File: config.mk
export PLATFORM = sky130hd
export DESIGN_NAME = scalar_ex_commit
export DESIGN_NICKNAME = d
export VERILOG_FILES = /design/src/rtl/scalar_ex_commit.sv
export SDC_FILE = /design/constraint.sdc
export NUM_CORES = 1
export LEC_CHECK = 0
export ABC_AREA = 0
export CORE_MARGIN = 2
export CORE_UTILIZATION = 52
export CTS_BUF_LIST = sky130_fd_sc_hd__clkbuf_8
export CTS_CLUSTER_SIZE = 12
export DETAILED_ROUTE_END_ITERATION = 7
export PLACE_DENSITY_LB_ADDON = 0.15
export SYNTH_ARGS = -nofsm -noshare
export SYNTH_HDL_FRONTEND = slang
export SYNTH_SLANG_ARGS = --single-unit
File: constraint.sdc
create_clock -name clk -period 4.1 [get_ports clk]
set_clock_uncertainty 0.05 [all_clocks]
set_input_delay 1.025 -clock clk [delete_from_list [all_inputs] [get_ports clk]]
set_output_delay 1.025 -clock clk [all_outputs]
set_load 0.01 [all_outputs]
File: src/rtl/scalar_ex_commit.sv
// Scalar execute-commit stage, directly downstream of the scalar ALU.
// Registers the control-flow outcome into a one-cycle redirect pulse, buffers
// register writebacks in a 2-entry in-order FIFO toward the register-file
// write arbiter, squashes the wrong-path instruction after a taken
// branch/jump, and counts retired instructions.
// Ports:
//   clk, rst                       clock, synchronous active-high reset
//   in_valid/in_ready              ALU result handshake
//   in_pc, in_imm, in_rd           instruction PC, immediate, destination
//   in_is_branch/jal/jalr          control-flow class (at most one set)
//   in_alu_result, in_branch_taken ALU outputs
//   flush_i                        external pipeline flush
//   wb_valid/wb_ready, wb_rd, wb_data   writeback request toward arbiter
//   redir_valid, redir_pc          one-cycle redirect pulse and target
//   retired_cnt                    retired-instruction counter
module scalar_ex_commit #(
  parameter int unsigned XLEN   = 32,
  parameter int unsigned REG_AW = 5,
  parameter int unsigned DEPTH  = 2
) (
  input  logic              clk,
  input  logic              rst,
  input  logic              in_valid,
  output logic              in_ready,
  input  logic [XLEN-1:0]   in_pc,
  input  logic [XLEN-1:0]   in_imm,
  input  logic [REG_AW-1:0] in_rd,
  input  logic              in_is_branch,
  input  logic              in_is_jal,
  input  logic              in_is_jalr,
  input  logic [XLEN-1:0]   in_alu_result,
  input  logic              in_branch_taken,
  input  logic              flush_i,
  output logic              wb_valid,
  input  logic              wb_ready,
  output logic [REG_AW-1:0] wb_rd,
  output logic [XLEN-1:0]   wb_data,
  output logic              redir_valid,
  output logic [XLEN-1:0]   redir_pc,
  output logic [31:0]       retired_cnt
);

  localparam int unsigned CNT_W = $clog2(DEPTH + 1);
  localparam int unsigned PTR_W = $clog2(DEPTH);

  logic [XLEN-1:0]   data_mem [DEPTH];
  logic [REG_AW-1:0] rd_mem   [DEPTH];
  logic [PTR_W-1:0]  head;
  logic [PTR_W-1:0]  tail;
  logic [CNT_W-1:0]  count;
  logic              squash;

  logic              accept;
  logic              keep;
  logic              taken_cf;
  logic              push;
  logic              pop;
  logic [XLEN-1:0]   target;
  logic [XLEN-1:0]   push_data;

  // Handshake and decode of the incoming instruction
  always_comb begin
    in_ready  = ~rst & (count < CNT_W'(DEPTH));
    accept    = in_valid & in_ready & ~flush_i;
    keep      = accept & ~squash;
    taken_cf  = (in_is_branch & in_branch_taken) | in_is_jal | in_is_jalr;
    push      = keep & ~in_is_branch & (in_rd != '0);
    wb_valid  = (count != '0);
    pop       = wb_valid & wb_ready;
    // JALR target has bit 0 cleared; branches and JAL are PC-relative
    target    = in_is_jalr ? (in_alu_result & ~XLEN'(1)) : (in_pc + in_imm);
    push_data = (in_is_jal | in_is_jalr) ? (in_pc + XLEN'(4)) : in_alu_result;
    wb_rd     = rd_mem[head];
    wb_data   = data_mem[head];
  end

  // Writeback FIFO, redirect pulse, squash flag and retire counter
  always_ff @(posedge clk) begin
    if (rst) begin
      head        <= '0;
      tail        <= '0;
      count       <= '0;
      squash      <= 1'b0;
      redir_valid <= 1'b0;
      redir_pc    <= '0;
      retired_cnt <= '0;
      for (int i = 0; i < int'(DEPTH); i++) begin
        data_mem[i] <= '0;
        rd_mem[i]   <= '0;
      end
    end else if (flush_i) begin
      // Flush beats accept and pop; the retire count is left untouched
      head        <= '0;
      tail        <= '0;
      count       <= '0;
      squash      <= 1'b0;
      redir_valid <= 1'b0;
    end else begin
      redir_valid <= keep & taken_cf;
      if (keep & taken_cf) begin
        redir_pc <= target;
      end

      // The one instruction right behind a taken control transfer is dropped;
      // an idle redirect cycle means the wrong-path slot went by empty.
      if (accept) begin
        squash <= ~squash & taken_cf;
      end else if (redir_valid) begin
        squash <= 1'b0;
      end

      if (keep) begin
        retired_cnt <= retired_cnt + 32'd1;
      end

      if (push) begin
        data_mem[tail] <= push_data;
        rd_mem[tail]   <= in_rd;
        tail           <= tail + PTR_W'(1);
      end
      if (pop) begin
        head <= head + PTR_W'(1);
      end
      count <= count + CNT_W'(push) - CNT_W'(pop);
    end
  end

endmodule

==> results of run 1 <==
-- power by group --
| group | switching [mW] | leakage (nW) | total (mW) | internal [mW] |
|---|---|---|---|---|
| clock network | 0.642 | 0.219 | 1.22 | 0.577 |
| logic | 0.415 | 2.80 | 0.800 | 0.384 |
| registers | 0.0222 | 1.31 | 1.60 | 1.58 |
-- registers in the layout (all words and copies together) (netlist names), named ones only --
name         flops
data_mem        64
redir_pc        32
retired_cnt     32
rd_mem          10
count            2
head             1
redir_valid      1
squash           1
tail             1
-- per-layer routing --
| metal | vias to the layer above | track usage (%) |
|---|---|---|
| li1 | 3871 | - |
| met1 | 3740 | 42.6 |
| met2 | 343 | 41.9 |
| met3 | 39 | 4.45 |
| met4 | 0 | 8.75 |
| met5 | - | 0 |
-- layout by cell type (no fill, tap or decap), types with 7 or more instances in the layout --
master,count
sky130_fd_sc_hd__nor3_1,12
sky130_fd_sc_hd__edfxtp_1,74
sky130_fd_sc_hd__inv_1,20
sky130_fd_sc_hd__a21oi_1,73
sky130_fd_sc_hd__o211ai_1,10
sky130_fd_sc_hd__a211oi_1,25
sky130_fd_sc_hd__nand3_1,21
sky130_fd_sc_hd__xnor2_1,35
sky130_fd_sc_hd__mux2_2,38
sky130_fd_sc_hd__and3_1,19
sky130_fd_sc_hd__clkbuf_8,17
sky130_fd_sc_hd__or3_1,14
sky130_fd_sc_hd__and4_1,9
sky130_fd_sc_hd__o21ai_0,36
sky130_fd_sc_hd__clkdlybuf4s50_1,211
sky130_fd_sc_hd__nor3b_1,7
sky130_fd_sc_hd__buf_4,40
sky130_fd_sc_hd__nand4_1,17
sky130_fd_sc_hd__dfxtp_1,70
sky130_fd_sc_hd__ha_1,35
sky130_fd_sc_hd__nand2_1,73
sky130_fd_sc_hd__xor2_1,43
sky130_fd_sc_hd__a21o_1,11
sky130_fd_sc_hd__mux2i_1,16
sky130_fd_sc_hd__nor2_1,160
-- metrics by stage --
stage	cells	hold slack (ns)	util, %	total power, mW
after global placement	1377	0.389	68.0	2.42
after global routing	1410	0.455	70.6	3.76
after CTS	1409	0.416	70.6	3.63
after detailed placement	1377	0.398	68.0	2.42
final	1410	0.416	70.6	3.62
after floorplan	954	0.403	-	2.06
-- cell type report --
| cell class | instances | area share [%] |
|---|---|---|
| multi-input cells | 737 | 40.9 |
| flip-flops and latches | 145 | 31.4 |
| repair buffers | 254 | 21.0 |
| well taps | 220 | 2.37 |
| clock buffers | 17 | 2.01 |
| clock inverters | 15 | 1.66 |
| inverters | 21 | 0.678 |
| diodes | 1 | 0.0215 |
-- worst max path at each step --
stage,endpoint,cells past startpoint
3_5_place_dp,redir_pc[27]$_SDFFE_PP0P_,11
5_1_grt,redir_pc[27]$_SDFFE_PP0P_,11
3_3_place_gp,redir_pc[27]$_SDFFE_PP0P_,11
6_report,redir_pc[27]$_SDFFE_PP0P_,11
4_1_cts,redir_pc[27]$_SDFFE_PP0P_,11
2_1_floorplan,data_mem[0][0]$_SDFFCE_PN0P_,7
-- logic make-up (layout without fill, tap and decap cells) --
family	Yosys count	in the layout	share of synthesized area (%)
simple gates	371	371	20.2
compound gates	198	198	14.4
flops	145	145	41.9
xor+xnor	78	78	7.86
buf+inv	72	307	3.61
mux	54	54	6.76
fa+ha+maj	36	36	5.27
other cells	0	1	0
-- worst min-delay path, delay by kind of cell, from the launching register on --
kind | cells | cell delay, ns
compound gates | 1 | 0.05
flops | 1 | 0.32
simple gates | 1 | 0.05
==> results.sh, run 1 <==
export IMPL_crit_chain="clkdlybuf4s50_1 -> ha_1 -> a21oi_1 -> o21ai_0 -> o2bb2ai_1 -> a2111oi_0 -> buf_4 -> nor3_1 -> a31oi_1 -> xor2_1 -> a2111oi_1"
export IMPL_place_area_um2=11200
export IMPL_avg_cell_area_syn_um2=9.11
export IMPL_cts_tree="done"
export IMPL_max_clock_path_buffers=2
export IMPL_yosysMostFrequentCell="sky130_fd_sc_hd__nor2_1"
export IMPL_setup_tns_ns=0
export IMPL_holdCritStartpoint="redir_pc[2]$_SDFFE_PP0P_"
export IMPL_critical_path_startpoint_type="input pin"
export IMPL_min_to="redir_pc[2]$_SDFFE_PP0P_"
export IMPL_worst_path_max_stage_delay_ns=0.42
export IMPL_post_drt_wl_per_cell_um=17.9
export IMPL_length_of_routed_met3_wiring_mm=1.85
export IMPL_worstSetupPathType="in2reg"
export IMPL_timing_slew_headroom_pct=49.0
export IMPL_final_area_um2=11600
export IMPL_dp_slack_ns=0.0490
export IMPL_sequential_cell_area_um2=3640
export IMPL_timing_critical_path_from="in_pc[6]"
export IMPL_drt_total_wl_mm=25.3
export IMPL_hpwl_mm=19.2
export IMPL_ys_types=68
export IMPL_synthesis_instances=954
export IMPL_setup_violations=0
export IMPL_die_area_um2=17800
export IMPL_final_worst_setup_slack_ns=0.465
export IMPL_ys_ff_latch=145
export IMPL_p_leak_nw=4.33
export IMPL_die_width_um=133
export IMPL_clkTransAtPathRegs_ns=0.09
export IMPL_yosys_top_cells_count="sky130_fd_sc_hd__nor2_1 (161), sky130_fd_sc_hd__edfxtp_1 (74), sky130_fd_sc_hd__a21oi_1 (73), sky130_fd_sc_hd__nand2_1 (73), sky130_fd_sc_hd__dfxtp_1 (71)"
export IMPL_detail_route_iter0_violations=703
export IMPL_mappedNetlistNets=1100
export IMPL_post_cts_resized_instances=0
export IMPL_routed_via_density=5.67
export IMPL_routed_top_layer="met4"
export IMPL_synth_top_area_share_pct=25.6
export IMPL_detail_route_drc_violations=0
export IMPL_fillers=1314
export IMPL_grt_util_all_layers_pct=28.3
export IMPL_worstHoldPathCells=2
export IMPL_cts_buffers_inserted=17
export IMPL_via_count_of_the_first_global_routing_pass=7288
export IMPL_critPathTopFamily="compound AO/OA/AOI/OAI gates"
export IMPL_drt_antenna_violating_nets=0
export IMPL_areal_power_density_over_the_cells_nw_per_um2=311
export IMPL_critPathCaptureType="flop"
export IMPL_io_buffer_count=213
export IMPL_grt_overflow_total=0
export IMPL_required_ns=4.38
export IMPL_fin_crit_sh_pct=88.7
export IMPL_clock_sink_count=145
export IMPL_share_of_final_layout_standard_cells_stronger_than_drive_strength_1_pct=11.3
export IMPL_worstPathArrival_ns=3.92
export IMPL_tightestPinTransition_ns=0.765
export IMPL_detailedRoute_firstPassIterationCount=5
export IMPL_cp_max_delay_cell="sky130_fd_sc_hd__clkdlybuf4s50_1"
export IMPL_timing_reg2reg_setup_slack_ns=1.60
export IMPL_met1_length_mm=11.4
export IMPL_grt_first_pass_wirelength_mm=39.2
export IMPL_synth_edf_count=74
export IMPL_min_delay_path_class="reg2reg"
export IMPL_cts_post_setup_buffers_inserted=0
export IMPL_slew_violations=0
export IMPL_fp_row_count=47
export IMPL_synth_ff_type="sky130_fd_sc_hd__edfxtp_1"
export IMPL_yosys_top_cells_area="sky130_fd_sc_hd__edfxtp_1 (26%), sky130_fd_sc_hd__dfxtp_1 (16%), sky130_fd_sc_hd__nor2_1 (7.0%)"
export IMPL_grt_max_degree=67
export IMPL_max_vdd_ir_drop_mv=0.227
export IMPL_antenna_found_initial=1
export IMPL_number_of_buffer_and_inverter_stages_on_the_critical_path=2
export IMPL_result_of_the_run="completed"
export IMPL_r2r_cells=10
export IMPL_die_height_um=133
export IMPL_cts_htree_levels=4
export IMPL_footprint_of_the_multi_input_gates_um2=4750
export IMPL_hold_violations=0
export IMPL_max_clock_freq_mhz=275
export IMPL_wl_met2_mm=11.4
export IMPL_area_growth_synth_to_final_pct=33.6
export IMPL_postCtsHoldBufs=0
export IMPL_initial_utilization_pct=52.8
export IMPL_critPathMaxFanout=5
export IMPL_via_count=7993
export IMPL_yosysTopAreaCell="sky130_fd_sc_hd__edfxtp_1"
export IMPL_synthesis_area_um2=8690
export IMPL_drv_cap=0
export IMPL_core_area_um2=16500
export IMPL_final_weighted_congestion_of_routability_driven_global_placement=0.935
export IMPL_r2r_start="count[1]$_SDFF_PP0_"
export IMPL_ys_async_sr_fraction_pct=0
export IMPL_rsz0062_at_grt="no"
export IMPL_io_pins=214
export IMPL_ys_seq_area_share_pct=41.9
export IMPL_yosys_warnings=0
export IMPL_clkLatencyLatePin_ns=0.45
export IMPL_finish_net_count=1322
export IMPL_clockRootBuffer="sky130_fd_sc_hd__clkbuf_8"
export IMPL_period_needed_ns=3.63
export IMPL_r2r_end="redir_pc[29]$_SDFFE_PP0P_"
(Power assumes the default switching activity.)
==> run 2, diff against run 1 <==
--- a/config.mk
+++ b/config.mk
@@ -12,6 +12,7 @@
 export CTS_CLUSTER_SIZE = 12
 export DETAILED_ROUTE_END_ITERATION = 7
 export PLACE_DENSITY_LB_ADDON = 0.15
+export RECOVER_POWER = 25
 export SYNTH_ARGS = -nofsm -noshare
 export SYNTH_HDL_FRONTEND = slang
 export SYNTH_SLANG_ARGS = --single-unit
==> run 2 against run 1 <==
Fmax shrank 1.9%. Combinational power shrank 1%. Clock power is essentially flat. Design area is essentially flat. Hold slack gained 0.0013 ns. Critical path depth shrank 2. Non-clock buffer count is the same. Die area is the same. Register-to-register slack lost 0.17 ns. First-iteration DRC count grew 5.7%. Flip-flop and latch count is the same.
==> results.sh, run 2 (synthesized netlist as in run 1, its figures left out) <==
export IMPL_io_pins=214
export IMPL_leading_cell_type_in_the_layout_fill_and_taps_excluded="sky130_fd_sc_hd__nor2_1"
export IMPL_period_needed_ns=3.70
export IMPL_finish_net_count=1322
export IMPL_clkTransAtPathRegs_ns=0.09
export IMPL_detailedRoute_firstPassIterationCount=5
export IMPL_power_switching_mw=1.08
export IMPL_antenna_found_initial=1
export IMPL_power_internal_mw=2.53
export IMPL_gr_busiest_metal="met1"
export IMPL_holdCritStartpoint="redir_pc[2]$_SDFFE_PP0P_"
export IMPL_io_buffer_count=213
export IMPL_cts_htree_levels=4
export IMPL_min_to="redir_pc[2]$_SDFFE_PP0P_"
export IMPL_max_vdd_ir_drop_mv=0.227
export IMPL_power_frac_clock_pct=33.7
export IMPL_core_area_um2=16500
export IMPL_worst_path_max_stage_delay_ns=0.74
export IMPL_r2r_start="count[1]$_SDFF_PP0_"
export IMPL_grt_overflow_total=0
export IMPL_p_sw_share_pct=29.8
export IMPL_seqPwrFrac_pct=44.3
export IMPL_grtUsageMet3_pct=4.45
export IMPL_share_of_final_layout_standard_cells_stronger_than_drive_strength_1_pct=11.1
export IMPL_hold_violations=0
export IMPL_worstSetupPathType="in2reg"
export IMPL_timing_reg2reg_setup_slack_ns=1.43
export IMPL_fp_row_count=47
export IMPL_crit_chain="dlygate4sd3_1 -> or2_0 -> nor4_1 -> and4_1 -> and3_1 -> nor2b_1 -> nand4_1 -> xor2_1 -> nor2_1"
export IMPL_rsz0062_at_grt="no"
export IMPL_global_route_usage_met2_pct=41.9
export IMPL_post_drt_wl_per_cell_um=17.9
export IMPL_area_growth_synth_to_final_pct=33.5
export IMPL_result_of_the_run="completed"
export IMPL_critical_path_startpoint_type="input pin"
export IMPL_final_area_um2=11600
export IMPL_clockRootBuffer="sky130_fd_sc_hd__clkbuf_8"
export IMPL_via_count_of_the_first_global_routing_pass=7288
export IMPL_clock_sink_count=145
export IMPL_detail_route_drc_violations=0
export IMPL_hpwl_mm=19.2
export IMPL_largest_register_by_flop_count="data_mem"
export IMPL_tightestPinTransition_ns=1.11
export IMPL_grt_max_degree=67
export IMPL_die_area_um2=17800
export IMPL_place_area_um2=11200
export IMPL_r2r_end="retired_cnt[29]$_SDFFE_PP0P_"
export IMPL_drv_cap=0
export IMPL_drt_total_wl_mm=25.3
export IMPL_final_weighted_congestion_of_routability_driven_global_placement=0.935
export IMPL_commonest_cells_after_routing_fill_and_taps_aside="sky130_fd_sc_hd__nor2_1 (160), sky130_fd_sc_hd__clkdlybuf4s50_1 (144), sky130_fd_sc_hd__edfxtp_1 (74)"
export IMPL_timing_slew_headroom_pct=26.2
export IMPL_share_comb_of_total_power_pct=22.0
export IMPL_grt_util_all_layers_pct=28.3
export IMPL_cts_tree="done"
export IMPL_r2r_cells=8
export IMPL_post_cts_resized_instances=0
export IMPL_critPathCaptureType="flop"
export IMPL_clkLatencyLatePin_ns=0.44
export IMPL_grt_met1_usage_pct=42.6
export IMPL_areal_power_density_over_the_cells_nw_per_um2=311
export IMPL_max_clock_freq_mhz=270
export IMPL_worstHoldPathCells=2
export IMPL_routed_via_density=5.65
export IMPL_cts_post_setup_buffers_inserted=0
export IMPL_postCtsHoldBufs=0
export IMPL_grt_first_pass_wirelength_mm=39.2
export IMPL_max_clock_path_buffers=2
export IMPL_min_delay_path_class="reg2reg"
export IMPL_p_leak_nw=4.55
export IMPL_largest_registers="data_mem x64, redir_pc x32, retired_cnt x32"
export IMPL_via_count=7963
export IMPL_initial_utilization_pct=52.8
export IMPL_die_height_um=133
export IMPL_required_ns=4.36
export IMPL_setup_violations=0
export IMPL_detail_route_iter0_violations=743
export IMPL_fin_crit_sh_pct=90.3
export IMPL_critPathMaxFanout=8
export IMPL_cts_buffers_inserted=17
export IMPL_drt_antenna_violating_nets=0
export IMPL_worstPathArrival_ns=3.96
export IMPL_setup_tns_ns=0
export IMPL_die_width_um=133
export IMPL_slew_violations=0
export IMPL_cp_max_delay_cell="sky130_fd_sc_hd__nor4_1"
export IMPL_number_of_flip_flops_under_the_largest_register_name=64
[run 2: cell count changes in the layout (fill, tap and decap cells not counted), sizes merged]
cell / before / now
dlygate4sd3: 0 / 67
clkdlybuf4s50: 211 / 144
buf: 43 / 42
clkbuf: 17 / 18
[run 2: power groups by stage]
stage,clock network (mW),registers [mW],logic [mW]
finish,1.22,1.60,0.792
global route,1.29,1.61,0.857
CTS,1.24,1.60,0.791
detailed placement,0,1.63,0.786
global placement,0,1.63,0.784
floorplan,0,1.64,0.420
[run 2: worst max-delay path by stage]
stage / start / slack, ns / depth (start not counted) / to
2_1_floorplan: rst / 0.41 / 7 / data_mem[0][0]$_SDFFCE_PN0P_
3_3_place_gp: in_pc[6] / 0.13 / 11 / redir_pc[27]$_SDFFE_PP0P_
3_5_place_dp: in_pc[6] / 0.05 / 11 / redir_pc[27]$_SDFFE_PP0P_
4_1_cts: in_pc[6] / 0.51 / 11 / redir_pc[27]$_SDFFE_PP0P_
5_1_grt: flush_i / 0.17 / 9 / retired_cnt[31]$_SDFFE_PP0P_
6_report: flush_i / 0.40 / 9 / retired_cnt[29]$_SDFFE_PP0P_
[run 2: final cells by class]
class                           count  area (um2)
Tap cell                          220         275
Clock inverter                     15         193
Timing Repair Buffer              254        2440
Clock buffer                       17         234
Sequential cell                   145        3640
Inverter                           21        78.8
Antenna cell                        1        2.50
Multi-Input combinational cell    737        4740
Fill cell                        1317        4860
[run 2: worst max-delay path: cells and delay by family]
kind | cells | cell delay (ns)
AND/OR/NAND/NOR | 7 | 2.27
XOR/XNOR | 1 | 0.15
buffers and inverters | 1 | 0.52
[run 2: per-stage QoR]
stage / power, mW / hold WS, ns / utilization, % / instances / worst slack, ns
finish: 3.61 / 0.418 / 70.5 / 1410 / 0.396
global route: 3.75 / 0.452 / 70.5 / 1410 / 0.172
CTS: 3.63 / 0.416 / 70.6 / 1409 / 0.505
detailed placement: 2.42 / 0.398 / 68.0 / 1377 / 0.0490
global placement: 2.42 / 0.389 / 68.0 / 1377 / 0.127
floorplan: 2.06 / 0.403 / - / 954 / 0.412
[run 2: layer usage]
layer / up-vias / wire length (um)
li1: 3870 / -
met1: 3729 / 11600
met2: 329 / 11300
met3: 35 / 1730
met4: 0 / 604
met5: - / 0
==> run 3, diff against run 2 <==
--- a/config.mk
+++ b/config.mk
@@ -6,6 +6,7 @@
 export NUM_CORES = 1
 export LEC_CHECK = 0
 export ABC_AREA = 0
+export ABC_CLOCK_PERIOD_IN_PS = 4100
 export CORE_MARGIN = 2
 export CORE_UTILIZATION = 52
 export CTS_BUF_LIST = sky130_fd_sc_hd__clkbuf_8
==> results of run 3 <==
Final layout, timing and power as in run 2 (identical DEF).
